**src/rtl/enemy_bullet_collide_pkg.sv**
```systemverilog
// Shared game definitions: slot count, packed {x,y} screen position, box sizes,
// life count and the controller state encodings.
package enemy_bullet_collide_pkg;

  localparam int unsigned DEF_NUM_SLOTS    = 8;
  localparam int unsigned DEF_BULLET_W     = 6;
  localparam int unsigned DEF_BULLET_H     = 20;
  localparam int unsigned DEF_PLAYER_W     = 36;
  localparam int unsigned DEF_PLAYER_H     = 36;
  localparam int unsigned DEF_START_LIVES  = 3;
  localparam int unsigned DEF_INVULN_TICKS = 60;

  localparam int unsigned POS_X_W = 10;
  localparam int unsigned POS_Y_W = 9;
  localparam int unsigned POS_W   = POS_X_W + POS_Y_W;

  typedef struct packed {
    logic [POS_X_W-1:0] x;
    logic [POS_Y_W-1:0] y;
  } pos_t;

  // Parked (retired) bullets sit at the all-ones coordinate.
  localparam pos_t DEAD_POSITION = '1;

  localparam logic [1:0] ST_IDLE   = 2'd0;
  localparam logic [1:0] ST_SCAN   = 2'd1;
  localparam logic [1:0] ST_REPORT = 2'd2;
  localparam logic [1:0] ST_OVER   = 2'd3;

  function automatic pos_t make_pos(input logic [POS_X_W-1:0] x,
                                    input logic [POS_Y_W-1:0] y);
    pos_t p;
    p.x = x;
    p.y = y;
    return p;
  endfunction

endpackage

```
**src/rtl/enemy_bullet_collide_if.sv**
```systemverilog
// Frame tick, bullet/player positions in; kill/hit pulses and life status out.
interface enemy_bullet_collide_if
  import enemy_bullet_collide_pkg::*;
#(
  parameter int unsigned NUM_SLOTS = DEF_NUM_SLOTS
);

  logic                       i_Tick;
  logic [NUM_SLOTS-1:0]       i_BulletValid;
  logic [POS_W*NUM_SLOTS-1:0] i_BulletPos;
  logic [POS_W-1:0]           i_PlayerPos;
  logic [NUM_SLOTS-1:0]       o_BulletKill;
  logic                       o_PlayerHit;
  logic [1:0]                 o_Lives;
  logic                       o_GameOver;
  logic                       o_Busy;

  modport slave (
    input  i_Tick, i_BulletValid, i_BulletPos, i_PlayerPos,
    output o_BulletKill, o_PlayerHit, o_Lives, o_GameOver, o_Busy
  );

  modport master (
    output i_Tick, i_BulletValid, i_BulletPos, i_PlayerPos,
    input  o_BulletKill, o_PlayerHit, o_Lives, o_GameOver, o_Busy
  );

endinterface

```
**src/rtl/aabb_overlap.sv**
```systemverilog
// Strict axis-aligned box overlap between a live box A and box B; touching
// edges do not count and parked A boxes never hit.
module aabb_overlap
  import enemy_bullet_collide_pkg::*;
#(
  parameter int unsigned A_W = DEF_BULLET_W,
  parameter int unsigned A_H = DEF_BULLET_H,
  parameter int unsigned B_W = DEF_PLAYER_W,
  parameter int unsigned B_H = DEF_PLAYER_H
) (
  input  logic a_valid,
  input  pos_t a_pos,
  input  pos_t b_pos,
  output logic hit
);

  // One extra bit so boxes near the right/bottom screen edge never wrap.
  localparam logic [POS_X_W:0] A_W_EXT = (POS_X_W+1)'(A_W);
  localparam logic [POS_Y_W:0] A_H_EXT = (POS_Y_W+1)'(A_H);
  localparam logic [POS_X_W:0] B_W_EXT = (POS_X_W+1)'(B_W);
  localparam logic [POS_Y_W:0] B_H_EXT = (POS_Y_W+1)'(B_H);

  logic [POS_X_W:0] ax, bx, a_right, b_right;
  logic [POS_Y_W:0] ay, by, a_bottom, b_bottom;
  logic             x_overlap, y_overlap;

  always_comb begin
    ax        = {1'b0, a_pos.x};
    bx        = {1'b0, b_pos.x};
    ay        = {1'b0, a_pos.y};
    by        = {1'b0, b_pos.y};
    a_right   = ax + A_W_EXT;
    b_right   = bx + B_W_EXT;
    a_bottom  = ay + A_H_EXT;
    b_bottom  = by + B_H_EXT;
    x_overlap = (ax < b_right) && (bx < a_right);
    y_overlap = (ay < b_bottom) && (by < a_bottom);
    hit       = a_valid && (a_pos != DEAD_POSITION) && x_overlap && y_overlap;
  end

endmodule

```
**src/rtl/enemy_bullet_collide.sv**
```systemverilog
// Per-frame enemy bullet vs player collision: snapshot on tick, test one slot
// per cycle, then report kill pulses and charge at most one life per frame.
module enemy_bullet_collide
  import enemy_bullet_collide_pkg::*;
#(
  parameter int unsigned NUM_SLOTS    = DEF_NUM_SLOTS,
  parameter int unsigned BULLET_W     = DEF_BULLET_W,
  parameter int unsigned BULLET_H     = DEF_BULLET_H,
  parameter int unsigned PLAYER_W     = DEF_PLAYER_W,
  parameter int unsigned PLAYER_H     = DEF_PLAYER_H,
  parameter int unsigned START_LIVES  = DEF_START_LIVES,
  parameter int unsigned INVULN_TICKS = DEF_INVULN_TICKS
) (
  input logic                   i_Clk,
  input logic                   i_Rst,
  enemy_bullet_collide_if.slave bus
);

  localparam int unsigned IDX_W = (NUM_SLOTS > 1) ? $clog2(NUM_SLOTS) : 1;
  localparam int unsigned INV_W = (INVULN_TICKS > 0) ? $clog2(INVULN_TICKS + 1) : 1;

  logic [1:0]                  state_q, state_d;
  logic [IDX_W-1:0]            slot_q, slot_d;
  logic [NUM_SLOTS-1:0]        valid_snap_q, valid_snap_d;
  pos_t [NUM_SLOTS-1:0]        pos_snap_q, pos_snap_d;
  pos_t                        player_snap_q, player_snap_d;
  logic [NUM_SLOTS-1:0]        hit_mask_q, hit_mask_d;
  logic [INV_W-1:0]            invuln_q, invuln_d;
  logic [1:0]                  lives_q, lives_d;
  logic [NUM_SLOTS-1:0]        bullet_kill_q, bullet_kill_d;
  logic                        player_hit_q, player_hit_d;
  logic                        game_over_q, game_over_d;
  logic                        busy_q, busy_d;

  logic                        slot_hit;
  logic                        last_slot;
  logic [NUM_SLOTS-1:0]        mask_final;

  aabb_overlap #(
    .A_W (BULLET_W),
    .A_H (BULLET_H),
    .B_W (PLAYER_W),
    .B_H (PLAYER_H)
  ) u_overlap (
    .a_valid (valid_snap_q[slot_q]),
    .a_pos   (pos_snap_q[slot_q]),
    .b_pos   (player_snap_q),
    .hit     (slot_hit)
  );

  always_comb begin
    state_d       = state_q;
    slot_d        = slot_q;
    valid_snap_d  = valid_snap_q;
    pos_snap_d    = pos_snap_q;
    player_snap_d = player_snap_q;
    hit_mask_d    = hit_mask_q;
    invuln_d      = invuln_q;
    lives_d       = lives_q;
    bullet_kill_d = '0;
    player_hit_d  = 1'b0;

    last_slot          = (slot_q == IDX_W'(NUM_SLOTS - 1));
    mask_final         = hit_mask_q;
    mask_final[slot_q] = slot_hit;

    case (state_q)
      ST_IDLE: begin
        if (bus.i_Tick) begin
          valid_snap_d  = bus.i_BulletValid;
          pos_snap_d    = bus.i_BulletPos;
          player_snap_d = bus.i_PlayerPos;
          hit_mask_d    = '0;
          slot_d        = '0;
          state_d       = ST_SCAN;
          if (invuln_q != '0) invuln_d = invuln_q - INV_W'(1);
        end
      end

      // Pulses are decided on the final scan edge so they are registered
      // and visible for exactly the single REPORT cycle.
      ST_SCAN: begin
        hit_mask_d = mask_final;
        if (last_slot) begin
          state_d       = ST_REPORT;
          bullet_kill_d = mask_final;
          if ((mask_final != '0) && (invuln_q == '0)) begin
            player_hit_d = 1'b1;
            lives_d      = lives_q - 2'd1;
            invuln_d     = INV_W'(INVULN_TICKS);
          end
        end else begin
          slot_d = slot_q + IDX_W'(1);
        end
      end

      ST_REPORT: begin
        state_d = (lives_q == 2'd0) ? ST_OVER : ST_IDLE;
      end

      ST_OVER: begin
        state_d = ST_OVER;
      end

      default: begin
        state_d = ST_IDLE;
      end
    endcase

    busy_d      = (state_d == ST_SCAN) || (state_d == ST_REPORT);
    game_over_d = (state_d == ST_OVER);
  end

  always_ff @(posedge i_Clk or negedge i_Rst) begin
    if (!i_Rst) begin
      state_q       <= ST_IDLE;
      slot_q        <= '0;
      valid_snap_q  <= '0;
      pos_snap_q    <= '0;
      player_snap_q <= '0;
      hit_mask_q    <= '0;
      invuln_q      <= '0;
      lives_q       <= 2'(START_LIVES);
      bullet_kill_q <= '0;
      player_hit_q  <= 1'b0;
      game_over_q   <= 1'b0;
      busy_q        <= 1'b0;
    end else begin
      state_q       <= state_d;
      slot_q        <= slot_d;
      valid_snap_q  <= valid_snap_d;
      pos_snap_q    <= pos_snap_d;
      player_snap_q <= player_snap_d;
      hit_mask_q    <= hit_mask_d;
      invuln_q      <= invuln_d;
      lives_q       <= lives_d;
      bullet_kill_q <= bullet_kill_d;
      player_hit_q  <= player_hit_d;
      game_over_q   <= game_over_d;
      busy_q        <= busy_d;
    end
  end

  assign bus.o_BulletKill = bullet_kill_q;
  assign bus.o_PlayerHit  = player_hit_q;
  assign bus.o_Lives      = lives_q;
  assign bus.o_GameOver   = game_over_q;
  assign bus.o_Busy       = busy_q;

endmodule

```
**src/flat_wrapper.sv**
```systemverilog
// flat-port wrapper written by rule: the top's interface ports become plain ports
module enemy_bullet_collide_flat import enemy_bullet_collide_pkg::*;
#(
  parameter int unsigned NUM_SLOTS    = DEF_NUM_SLOTS,
  parameter int unsigned BULLET_W     = DEF_BULLET_W,
  parameter int unsigned BULLET_H     = DEF_BULLET_H,
  parameter int unsigned PLAYER_W     = DEF_PLAYER_W,
  parameter int unsigned PLAYER_H     = DEF_PLAYER_H,
  parameter int unsigned START_LIVES  = DEF_START_LIVES,
  parameter int unsigned INVULN_TICKS = DEF_INVULN_TICKS
)
  (i_Clk, i_Rst, bus_i_Tick, bus_i_BulletValid, bus_i_BulletPos, bus_i_PlayerPos, bus_o_BulletKill, bus_o_PlayerHit, bus_o_Lives, bus_o_GameOver, bus_o_Busy);
  enemy_bullet_collide_if #(.NUM_SLOTS(NUM_SLOTS)) bus_i ();
  input logic i_Clk;
  input logic i_Rst;
  input wire logic [$bits(bus_i.i_Tick)-1:0] bus_i_Tick;
  input wire logic [$bits(bus_i.i_BulletValid)-1:0] bus_i_BulletValid;
  input wire logic [$bits(bus_i.i_BulletPos)-1:0] bus_i_BulletPos;
  input wire logic [$bits(bus_i.i_PlayerPos)-1:0] bus_i_PlayerPos;
  output wire logic [$bits(bus_i.o_BulletKill)-1:0] bus_o_BulletKill;
  output wire logic [$bits(bus_i.o_PlayerHit)-1:0] bus_o_PlayerHit;
  output wire logic [$bits(bus_i.o_Lives)-1:0] bus_o_Lives;
  output wire logic [$bits(bus_i.o_GameOver)-1:0] bus_o_GameOver;
  output wire logic [$bits(bus_i.o_Busy)-1:0] bus_o_Busy;
  assign bus_i.i_Tick = bus_i_Tick;
  assign bus_i.i_BulletValid = bus_i_BulletValid;
  assign bus_i.i_BulletPos = bus_i_BulletPos;
  assign bus_i.i_PlayerPos = bus_i_PlayerPos;
  assign bus_o_BulletKill = bus_i.o_BulletKill;
  assign bus_o_PlayerHit = bus_i.o_PlayerHit;
  assign bus_o_Lives = bus_i.o_Lives;
  assign bus_o_GameOver = bus_i.o_GameOver;
  assign bus_o_Busy = bus_i.o_Busy;
  enemy_bullet_collide #(.NUM_SLOTS(NUM_SLOTS), .BULLET_W(BULLET_W), .BULLET_H(BULLET_H), .PLAYER_W(PLAYER_W), .PLAYER_H(PLAYER_H), .START_LIVES(START_LIVES), .INVULN_TICKS(INVULN_TICKS)) u_core (.i_Clk(i_Clk), .i_Rst(i_Rst), .bus(bus_i));
endmodule
```
**config.mk**
```make
export PLATFORM = sky130hd
export DESIGN_NAME = enemy_bullet_collide_flat
export DESIGN_NICKNAME = d
export VERILOG_FILES = /design/src/rtl/enemy_bullet_collide_pkg.sv /design/src/rtl/enemy_bullet_collide_if.sv /design/src/rtl/aabb_overlap.sv /design/src/rtl/enemy_bullet_collide.sv /design/src/flat_wrapper.sv
export SDC_FILE = /design/constraint.sdc
export NUM_CORES = 1
export LEC_CHECK = 0
export ABC_CLOCK_PERIOD_IN_PS = 12700
export BUFFER_PORTS_ARGS = -buffer_cell sky130_fd_sc_hd__buf_4
export CORE_MARGIN = 1
export CORE_UTILIZATION = 40
export DETAILED_ROUTE_END_ITERATION = 16
export PLACE_DENSITY = 0.61
export REMOVE_ABC_BUFFERS = 1
export SLEW_MARGIN = 10
export SYNTH_ARGS = -nofsm -noshare
export SYNTH_HDL_FRONTEND = slang
export SYNTH_SLANG_ARGS = --single-unit
```
**constraint.sdc**
```tcl
create_clock -name i_Clk -period 12.7 [get_ports i_Clk]
set_input_delay 2.54 -clock i_Clk [delete_from_list [all_inputs] [get_ports i_Clk]]
set_output_delay 2.54 -clock i_Clk [all_outputs]
set_load 0.01 [all_outputs]
```
After elaboration in Yosys (flattened, before gate mapping)
Cells that the tools add are included.
Cells by class
  mux-type cells: 26
  $lt $le $gt $ge: 6
  reductions and logical operators: 19
  add/sub/neg operators: 7
  eq/ne operators: 13
Operator list (count)
  $bmux W19 S3: 1
  $mux W6: 4
  $mux W8: 3
  $lt A10 B11 Y1: 2
  $lt A9 B10 Y1: 2
  $mux W19: 1
  $ne A19 B19 Y1 const B: 1
  $pmux W8 S2: 1
  $pmux W6 S2: 1
  $add A10 B3 Y11 const B: 1
  $add A10 B6 Y11 const B: 1
  $add A9 B5 Y10 const B: 1
  $add A9 B6 Y10 const B: 1
  $bwmux W8: 1
  $eq A2 B2 Y1 const B: 4
  $pmux W2 S4: 1
  $reduce_bool A8 Y1: 1
  $logic_and A1 B1 Y1: 7
  $logic_not A6 Y1: 1
  $mux W2: 3
  $mux W3: 2
  $ne A2 B1 Y1 const B: 3
  $pmux W3 S2: 1
  $reduce_and A3 Y1: 2
  17 further kinds: 25
Storage, ports and cells
  bits of input ports: 182
  logic and storage cells: 99
  bits in registers: 211
  output and inout port bits: 13

Longest topological paths before layout
Gate-level depths: netlist of the first run.
  depth after elaboration: 13
  gate-level depth with buffers: 22
  gate-level depth less buffers: 17

By module
A second synthesis of the first run with hierarchy kept.
Unflattened totals
  cells, all modules: 864
  area total of the unflattened synthesis: 10706.5 µm²
By module, submodules not included
  enemy_bullet_collide: area an instance 9521.6 µm², instances 1, cells each 709, seq. area each 5282.6 µm²
  aabb_overlap: area an instance 1184.9 µm², instances 1, cells each 155, seq. area each 0.0 µm²

Worst setup path after synthesis of the first run
OpenSTA, ideal clock, no wires.
  path kind: reg2reg
  start: register u_core.slot_q[1]
  end: register u_core.invuln_q[1]
  required time: 12.580 ns
  period minus slack after synthesis: 4.151 ns
  path buffers: 4
  path slack: 8.549 ns
  cell stages (with the launch flop): 21
  arrival: 4.031 ns
  cells stage by stage: dfrtp_1 buf_6 buf_6 buf_6 buf_4 mux2i_1 nor2_1 o21ai_0 nand3_1 inv_1 ha_1 nor2b_1 xnor2_1 ha_1 or4_1 a221o_1 a41oi_1 a311oi_2 a31oi_4 a21oi_4 a31o_1
On the way
  word-level cells in the longest chain between the ends: 12
RTL lines
  start, declared: line enemy_bullet_collide.sv:23  | logic [IDX_W-1:0] slot_q, slot_d;
  start signal, assigned: line enemy_bullet_collide.sv:130  | slot_q <= slot_d;
  $bmux W19 S3: line enemy_bullet_collide.sv:46  | .a_pos (pos_snap_q[slot_q]),
  $mux W19 (not written as such): line enemy_bullet_collide.sv:46
  $add A10 B3 Y11: line aabb_overlap.sv:32  | a_right = ax + A_W_EXT;
  $lt A10 B11 Y1: line aabb_overlap.sv:36  | x_overlap = (ax < b_right) && (bx < a_right);
  $logic_and A1 B1 Y1: line aabb_overlap.sv:36
  $logic_and A1 B1 Y1 (2 in series): line aabb_overlap.sv:38  | hit = a_valid && (a_pos != DEAD_POSITION) && x_overlap && y_overlap;
  $bwmux W8: line enemy_bullet_collide.sv:65  | mask_final[slot_q] = slot_hit;
  $reduce_bool A8 Y1: line enemy_bullet_collide.sv:87  | if ((mask_final != '0) && (invuln_q == '0)) begin
  $logic_and A1 B1 Y1: line enemy_bullet_collide.sv:87
  $ne A2 B1 Y1 (no line)
  $reduce_and A5 Y1 (no line) *
  end signal, assigned: line enemy_bullet_collide.sv:135  | invuln_q <= invuln_d;
  end, declared: line enemy_bullet_collide.sv:28  | logic [INV_W-1:0] invuln_q, invuln_d;
Every way passes the cells marked *; elsewhere a longest branch is shown, timed or not. The select of a mux whose other input is x is not followed.
A chain may end at the register's enable or synchronous reset.

Final worst setup path of the first run
  start: register u_core.slot_q[2]
  end: register u_core.hit_mask_q[2]
On the way
  word-level cells in the longest chain between the ends: 9
RTL lines
  $bmux W19 S3: line enemy_bullet_collide.sv:46
  $mux W19 (not written as such): line enemy_bullet_collide.sv:46
  $add A10 B3 Y11: line aabb_overlap.sv:32
  $lt A10 B11 Y1: line aabb_overlap.sv:36
  $logic_and A1 B1 Y1: line aabb_overlap.sv:36
  $logic_and A1 B1 Y1 (2 in series): line aabb_overlap.sv:38
  $bwmux W8 *: line enemy_bullet_collide.sv:65
  $pmux W8 S2 *: line enemy_bullet_collide.sv:67  | case (state_q)
  end signal, assigned: line enemy_bullet_collide.sv:134  | hit_mask_q <= hit_mask_d;
  end, declared: line enemy_bullet_collide.sv:27  | logic [NUM_SLOTS-1:0] hit_mask_q, hit_mask_d;
Marks and branches as above.

==> results of run 1 <==
## sequential cells by signal (all words and copies together) (netlist names)
name	count
u_core.pos_snap_q	152
u_core.player_snap_q	19
u_core.bus.o_BulletKill	8
u_core.hit_mask_q	8
u_core.valid_snap_q	8
u_core.invuln_q	6
u_core.slot_q	3
u_core.bus.o_Lives	2
u_core.state_q	2
u_core.bus.o_Busy	1
u_core.bus.o_GameOver	1
u_core.bus.o_PlayerHit	1
## per-stage QoR
step,hold WS (ns),setup slack [ns]
2_1_floorplan,0.437,3.14
5_1_grt,0.481,7.30
3_3_place_gp,0.452,7.60
4_1_cts,0.471,7.60
3_5_place_dp,0.456,7.62
6_report,0.467,7.64
## final timing paths
| path | start | end | slack (ns) |
|---|---|---|---|
| worst max register to register | u_core.slot_q[2] | u_core.hit_mask_q[2] | 7.64 |
| max in group asynchronous | i_Rst | u_core.slot_q[1] | 8.88 |
| min in group asynchronous | i_Rst | u_core.pos_snap_q[40] | 2.12 |
| worst min register to register | u_core.pos_snap_q[95] | u_core.pos_snap_q[95] | 0.47 |
| worst max-delay path | u_core.slot_q[2] | u_core.hit_mask_q[2] | 7.64 |
| worst min-delay path | u_core.pos_snap_q[95] | u_core.pos_snap_q[95] | 0.47 |
## metal layers
layer	global-route usage	up-vias
met2	0.323	255
li1	-	4382
met3	0.0291	43
met5	0	-
met1	0.288	4213
met4	0.0459	0
## cell families (layout without fill, tap and decap cells)
logic type / Yosys count / count (layout) / share of synthesized area
buffers and inverters: 85 / 266 / 0.0327
multiplexers: 54 / 54 / 0.0780
adder cells (fa/ha/maj): 44 / 44 / 0.0503
AND/OR/NAND/NOR: 696 / 696 / 0.258
AO/OA/AOI/OAI: 115 / 115 / 0.0788
flip-flops: 211 / 211 / 0.482
XOR/XNOR: 25 / 25 / 0.0200
## area by class of cell
| cell class | instances | area (sq um) |
|---|---|---|
| fill | 2636 | 13400 |
| multi-input combinational | 934 | 5330 |
| sequential | 211 | 5290 |
| timing repair buffer | 200 | 1510 |
| clock buffer | 32 | 659 |
| tap | 341 | 427 |
| clock inverter | 8 | 119 |
| inverter | 26 | 97.6 |
## power by group
group | switching [mW] | internal, mW | leakage, nW | total [mW]
Sequential | 0.0202 | 0.704 | 2.68 | 0.724
Combinational | 0.0716 | 0.0789 | 3.94 | 0.150
Clock | 0.272 | 0.422 | 0.387 | 0.694
## worst max-delay path: stages (launching register included)
cell and delay, ns:
dfrtp_4 1.03, nor2_1 0.45, a31o_2 0.36, nor4_1 0.64, inv_1 0.21, ha_1 0.27
a21o_1 0.15, a2111oi_0 0.42, a21oi_1 0.12, or4_4 0.60, a21oi_4 0.30, nand2_4 0.17
o41ai_2 0.22
## cell usage in the layout, fill, tap and decap left out, types with 8 or more instances in the layout
master | Yosys | final
nand2b_1 | 9 | 8
mux2_2 | 14 | 14
mux2i_1 | 16 | 16
clkbuf_16 | 0 | 23
xor2_1 | 10 | 10
o21ai_0 | 27 | 27
a21oi_1 | 22 | 22
nand2_1 | 574 | 574
buf_4 | 2 | 199
ha_1 | 44 | 44
xnor2_1 | 15 | 15
nor2_1 | 50 | 49
dfrtp_1 | 209 | 206
inv_1 | 24 | 24
nand3_1 | 16 | 16
nor2b_1 | 10 | 10
mux4_2 | 20 | 20
==> results.sh, run 1 <==
export IMPL_fin_worst_skew_ns=0.00819
export IMPL_max_freq_ghz=0.197
export IMPL_grt_max_degree=137
export IMPL_drt_iter0_drc=460
export IMPL_final_util=0.500
export IMPL_ctsHoldBuffers=0
export IMPL_synthTopCellsByCount="574 x nand2_1, 209 x dfrtp_1, 50 x nor2_1"
export IMPL_root_buffer="clkbuf_16"
export IMPL_p_leak_nw=7.01
export IMPL_final_hold_viol_count=0
export IMPL_wl_per_cell_microns=15.7
export IMPL_fin_crit_sh=0.399
export IMPL_wl_met3_mm=1.48
export IMPL_synth_flop_cell="dfrtp_1"
export IMPL_synthCells=1230
export IMPL_yosysWarnings=0
export IMPL_power_density_nw_per_um2=117
export IMPL_crit_fanout=66
export IMPL_insertion_delay_ns=0.52
export IMPL_startpoint_type="register"
export IMPL_final_cell_area_sq_um=13400
export IMPL_io_pins=195
export IMPL_numPortBuffers=194
export IMPL_final_nets=1622
export IMPL_wl_mm=27.5
export IMPL_gr_usage_all_layers=0.201
export IMPL_tns_ns=0
export IMPL_ys_seq_area_frac=0.482
export IMPL_met2_length_mm=12.6
export IMPL_drv_slew=0
export IMPL_endpoint_kind="register"
export IMPL_grt_overflow=0
export IMPL_n_antenna_cell=0
export IMPL_start_util=0.407
export IMPL_cts_sinks=211
export IMPL_critical_path_class="register to register"
export IMPL_placed_cells=1712
export IMPL_cap_viol_max_count=0
export IMPL_cts_buffers=23
export IMPL_syn_avg_cell_area_sq_um=8.90
export IMPL_yosysMostFrequentCell="nand2_1"
export IMPL_min_path_cells=2
export IMPL_final_setup_viol_count=0
export IMPL_rows=60
export IMPL_placeableCoreArea_sq_um=26900
export IMPL_syn_area_sq_um=11000
export IMPL_grt_pass1_wl_mm=45.8
export IMPL_outcome="completed"
export IMPL_grt_pass1_vias=8967
export IMPL_async_flop_share=1.00
export IMPL_worstRegToRegCells=12
export IMPL_viasPerCell=5.08
export IMPL_first_pass_iters=5
export IMPL_hp_class="register to register"
export IMPL_detail_route_antenna_nets=0
export IMPL_total_power_mw=1.57
export IMPL_synth_area_top_cells="dfrtp_1 48%, nand2_1 20%, ha_1 5.0%"
export IMPL_wl_met1_mm=12.9
export IMPL_cp_required_ns=13.11
export IMPL_netlist_area_leader_share=0.478
export IMPL_cts_htree_levels=1
export IMPL_cts_setup_buffers=0
export IMPL_synth_top_area_cell="dfrtp_1"
export IMPL_rsz0062_at_grt="no"
export IMPL_tightest_slew_ns=1.06
export IMPL_top_layer_used="met4"
export IMPL_ys_ff_latch=211
export IMPL_gp_congestion=0.857
export IMPL_antenna_found_initial=0
export IMPL_vias=8893
export IMPL_die_width_microns=167
export IMPL_drc=0
export IMPL_cts_tree="done"
export IMPL_fp_dieH_microns=167
export IMPL_synth_edf_count=0
export IMPL_dp_hpwl_mm=19.1
export IMPL_area_delta_synth_final_pct=22.6
export IMPL_clk_path_buf_depth=3
export IMPL_cts_repair_resized=0
export IMPL_finalNonFillerCells=1752
export IMPL_min_period_ns=5.06
export IMPL_place_area_sq_um=12600
export IMPL_peakVddDrop_mv=0.0809
export IMPL_critPathArrivalTime_ns=5.48
export IMPL_ys_types=75
export IMPL_path_clk_slew_ns=0.06
export IMPL_relSlewSlack=0.293
export IMPL_drive_gt1_frac=0.209
export IMPL_dieArea_sq_um=28000
Power figures use the tool's default switching activity.
==> inputs of run 2 (changes only) <==
Settings changed: ABC_CLOCK_PERIOD_IN_PS 12700 to 4400, PLACE_DENSITY 0.61 to 0.64.
Clock period 12.7 ns to 4.4 ns, I/O delays scaled along.
==> run 2 against run 1 <==
Effect of this change: flip-flop and latch count unchanged; sequential share of layout area is 0.95 points lower; clock skew is 0.0086 ns higher; via count rose by 0.92%; critical endpoint is now u_core.hit_mask_q[0]; largest power group unchanged.
==> results.sh, run 2 (same netlist as run 1, synthesis figures left out) <==
export IMPL_final_setup_viol_count=0
export IMPL_max_freq_ghz=0.238
export IMPL_cp_required_ns=4.83
export IMPL_critPathArrivalTime_ns=4.64
export IMPL_max_stage_delay_ns=0.60
export IMPL_grt_pass1_wl_mm=46.1
export IMPL_p_leak_nw=7.18
export IMPL_grt_overflow=0
export IMPL_largest_reg_flops=152
export IMPL_hp_class="primary input to async pin"
export IMPL_cts_htree_levels=1
export IMPL_relSlewSlack=0.427
export IMPL_fillCellCount=2503
export IMPL_dieArea_sq_um=28000
export IMPL_fin_crit_sh=0.957
export IMPL_path_clk_slew_ns=0.06
export IMPL_wl_mm=28.0
export IMPL_reg_largest_list="u_core.pos_snap_q: 152 flops, u_core.player_snap_q: 19 flops"
export IMPL_n_antenna_cell=0
export IMPL_dp_hpwl_mm=20.2
export IMPL_outcome="completed"
export IMPL_cts_tree="done"
export IMPL_cts_buffers=24
export IMPL_start_util=0.407
export IMPL_min_period_ns=4.21
export IMPL_drc=0
export IMPL_vias=8975
export IMPL_gp_congestion=0.876
export IMPL_fp_dieH_microns=167
export IMPL_clkPwrFrac=0.429
export IMPL_die_width_microns=167
export IMPL_layout_common_cells="573 x nand2_1, 227 x buf_4, 206 x dfrtp_1, 49 x nor2_1, 44 x ha_1"
export IMPL_crit_fanout=16
export IMPL_numPortBuffers=194
export IMPL_switching_share=0.242
export IMPL_worstRegToRegCells=13
export IMPL_first_pass_iters=5
export IMPL_tightest_slew_ns=0.860
export IMPL_cts_sinks=211
export IMPL_viasPerCell=5.01
export IMPL_detail_route_antenna_nets=0
export IMPL_crit_slowest_cell="dfrtp_4"
export IMPL_final_common_cell="nand2_1"
export IMPL_holdWs_ns=0.418
export IMPL_critical_path_class="register to register"
export IMPL_endpoint_kind="register"
export IMPL_drt_iter0_drc=616
export IMPL_grt_max_degree=112
export IMPL_combPwrFrac=0.101
export IMPL_root_buffer="clkbuf_16"
export IMPL_area_delta_synth_final_pct=25.7
export IMPL_multi_input_area_sq_um=5340
export IMPL_ff_latch_area_sq_um=5290
export IMPL_seqPwrFrac=0.470
export IMPL_worstPathCellList="buf_4, nor3b_2, a222oi_1, o21a_1, inv_1, ha_1, a21o_1, a2111oi_1, a21oi_1, or4_4, a21oi_4, nand2_4, o31ai_2"
export IMPL_fin_worst_skew_ns=0.0168
export IMPL_cap_viol_max_count=0
export IMPL_r2r_start="u_core.slot_q[0]"
export IMPL_rows=60
export IMPL_insertion_delay_ns=0.53
export IMPL_peakVddDrop_mv=0.194
export IMPL_drive_gt1_frac=0.231
export IMPL_gr_usage_all_layers=0.205
export IMPL_startpoint_type="register"
export IMPL_power_density_nw_per_um2=323
export IMPL_final_hold_viol_count=0
export IMPL_placeableCoreArea_sq_um=26900
export IMPL_wl_per_cell_microns=15.6
export IMPL_drv_slew=0
export IMPL_io_pins=195
export IMPL_total_power_mw=4.44
export IMPL_regToRegSetupSlack_ns=0.19
export IMPL_grt_pass1_vias=9188
export IMPL_internal_power_mw=3.37
export IMPL_ctsHoldBuffers=0
export IMPL_clk_path_buf_depth=3
export IMPL_top_register="u_core.pos_snap_q"
export IMPL_antenna_found_initial=0
export IMPL_r2r_end="u_core.hit_mask_q[0]"
export IMPL_p_sw_mw=1.07
export IMPL_final_nets=1658
-- run 2: changes by cell type in the layout (fill, tap and decap cells not counted), sizes merged --
cell	change
buf	+35
clkinv	+5
bufinv	-2
clkinvlp	+2
clkbuf	-1
inv	-1
-- run 2: how the worst max path moves through the flow --
stage	startpoint	to	slack, ns	cells past startpoint
after floorplan	bus_i_Tick	u_core.hit_mask_q[2]	-3.50	5
after global placement	u_core.slot_q[1]	u_core.bus.o_BulletKill[7]	0.17	17
after detailed placement	u_core.slot_q[1]	u_core.bus.o_BulletKill[3]	0.12	17
after CTS	u_core.slot_q[1]	u_core.bus.o_BulletKill[3]	0.08	17
after global routing	u_core.slot_q[0]	u_core.hit_mask_q[7]	-0.05	13
final	u_core.slot_q[0]	u_core.hit_mask_q[0]	0.19	13
-- run 2: through the flow --
stage | utilization | area [sq um] | TNS, ns | setup WS (ns) | instances
6_report | 0.512 | 13800 | 0 | 0.191 | 1790
5_1_grt | 0.512 | 13800 | -0.111 | -0.0483 | 1790
3_5_place_dp | 0.481 | 12900 | 0 | 0.121 | 1741
2_1_floorplan | - | 10700 | -486.21 | -3.50 | 1171
4_1_cts | 0.509 | 13700 | 0 | 0.0760 | 1784
3_3_place_gp | 0.481 | 12900 | 0 | 0.169 | 1741
-- run 2: repair_timing --
action	CTS	global route
setup endpoints to repair	0	25
buffers inserted	0	6
resized for setup	0	7
-- run 2: layout make-up --
type / instances / share of cell area
Tap cell: 341 / 0.0310
Clock inverter: 12 / 0.00764
Timing Repair Buffer: 235 / 0.134
Multi-Input combinational cell: 934 / 0.388
Inverter: 26 / 0.00709
Clock buffer: 31 / 0.0470
Sequential cell: 211 / 0.385
-- run 2: worst max-delay path: cells and delay by family (launching register included) --
family	cells	cell delay (ns)
DFF	1	0.60
buffers and inverters	2	0.30
adders and majority gates	1	0.32
AOI/OAI and AO/OA	7	1.96
and+or+nand+nor	3	0.94
-- run 2: power by group through the flow --
stage	Combinational, mW	Sequential (mW)	Clock [mW]
floorplan	0.218	2.10	0
detailed placement	0.448	2.12	0
global placement	0.441	2.12	0
global route	0.509	2.10	2.03
CTS	0.451	2.09	1.94
finish	0.449	2.09	1.90
-- run 2: routing by layer --
metal | up-vias | global-route usage | wire (microns)
li1 | 4461 | - | -
met1 | 4248 | 0.280 | 12900
met2 | 230 | 0.341 | 13100
met3 | 36 | 0.0336 | 1420
met4 | 0 | 0.0483 | 561
met5 | - | 0 | 0
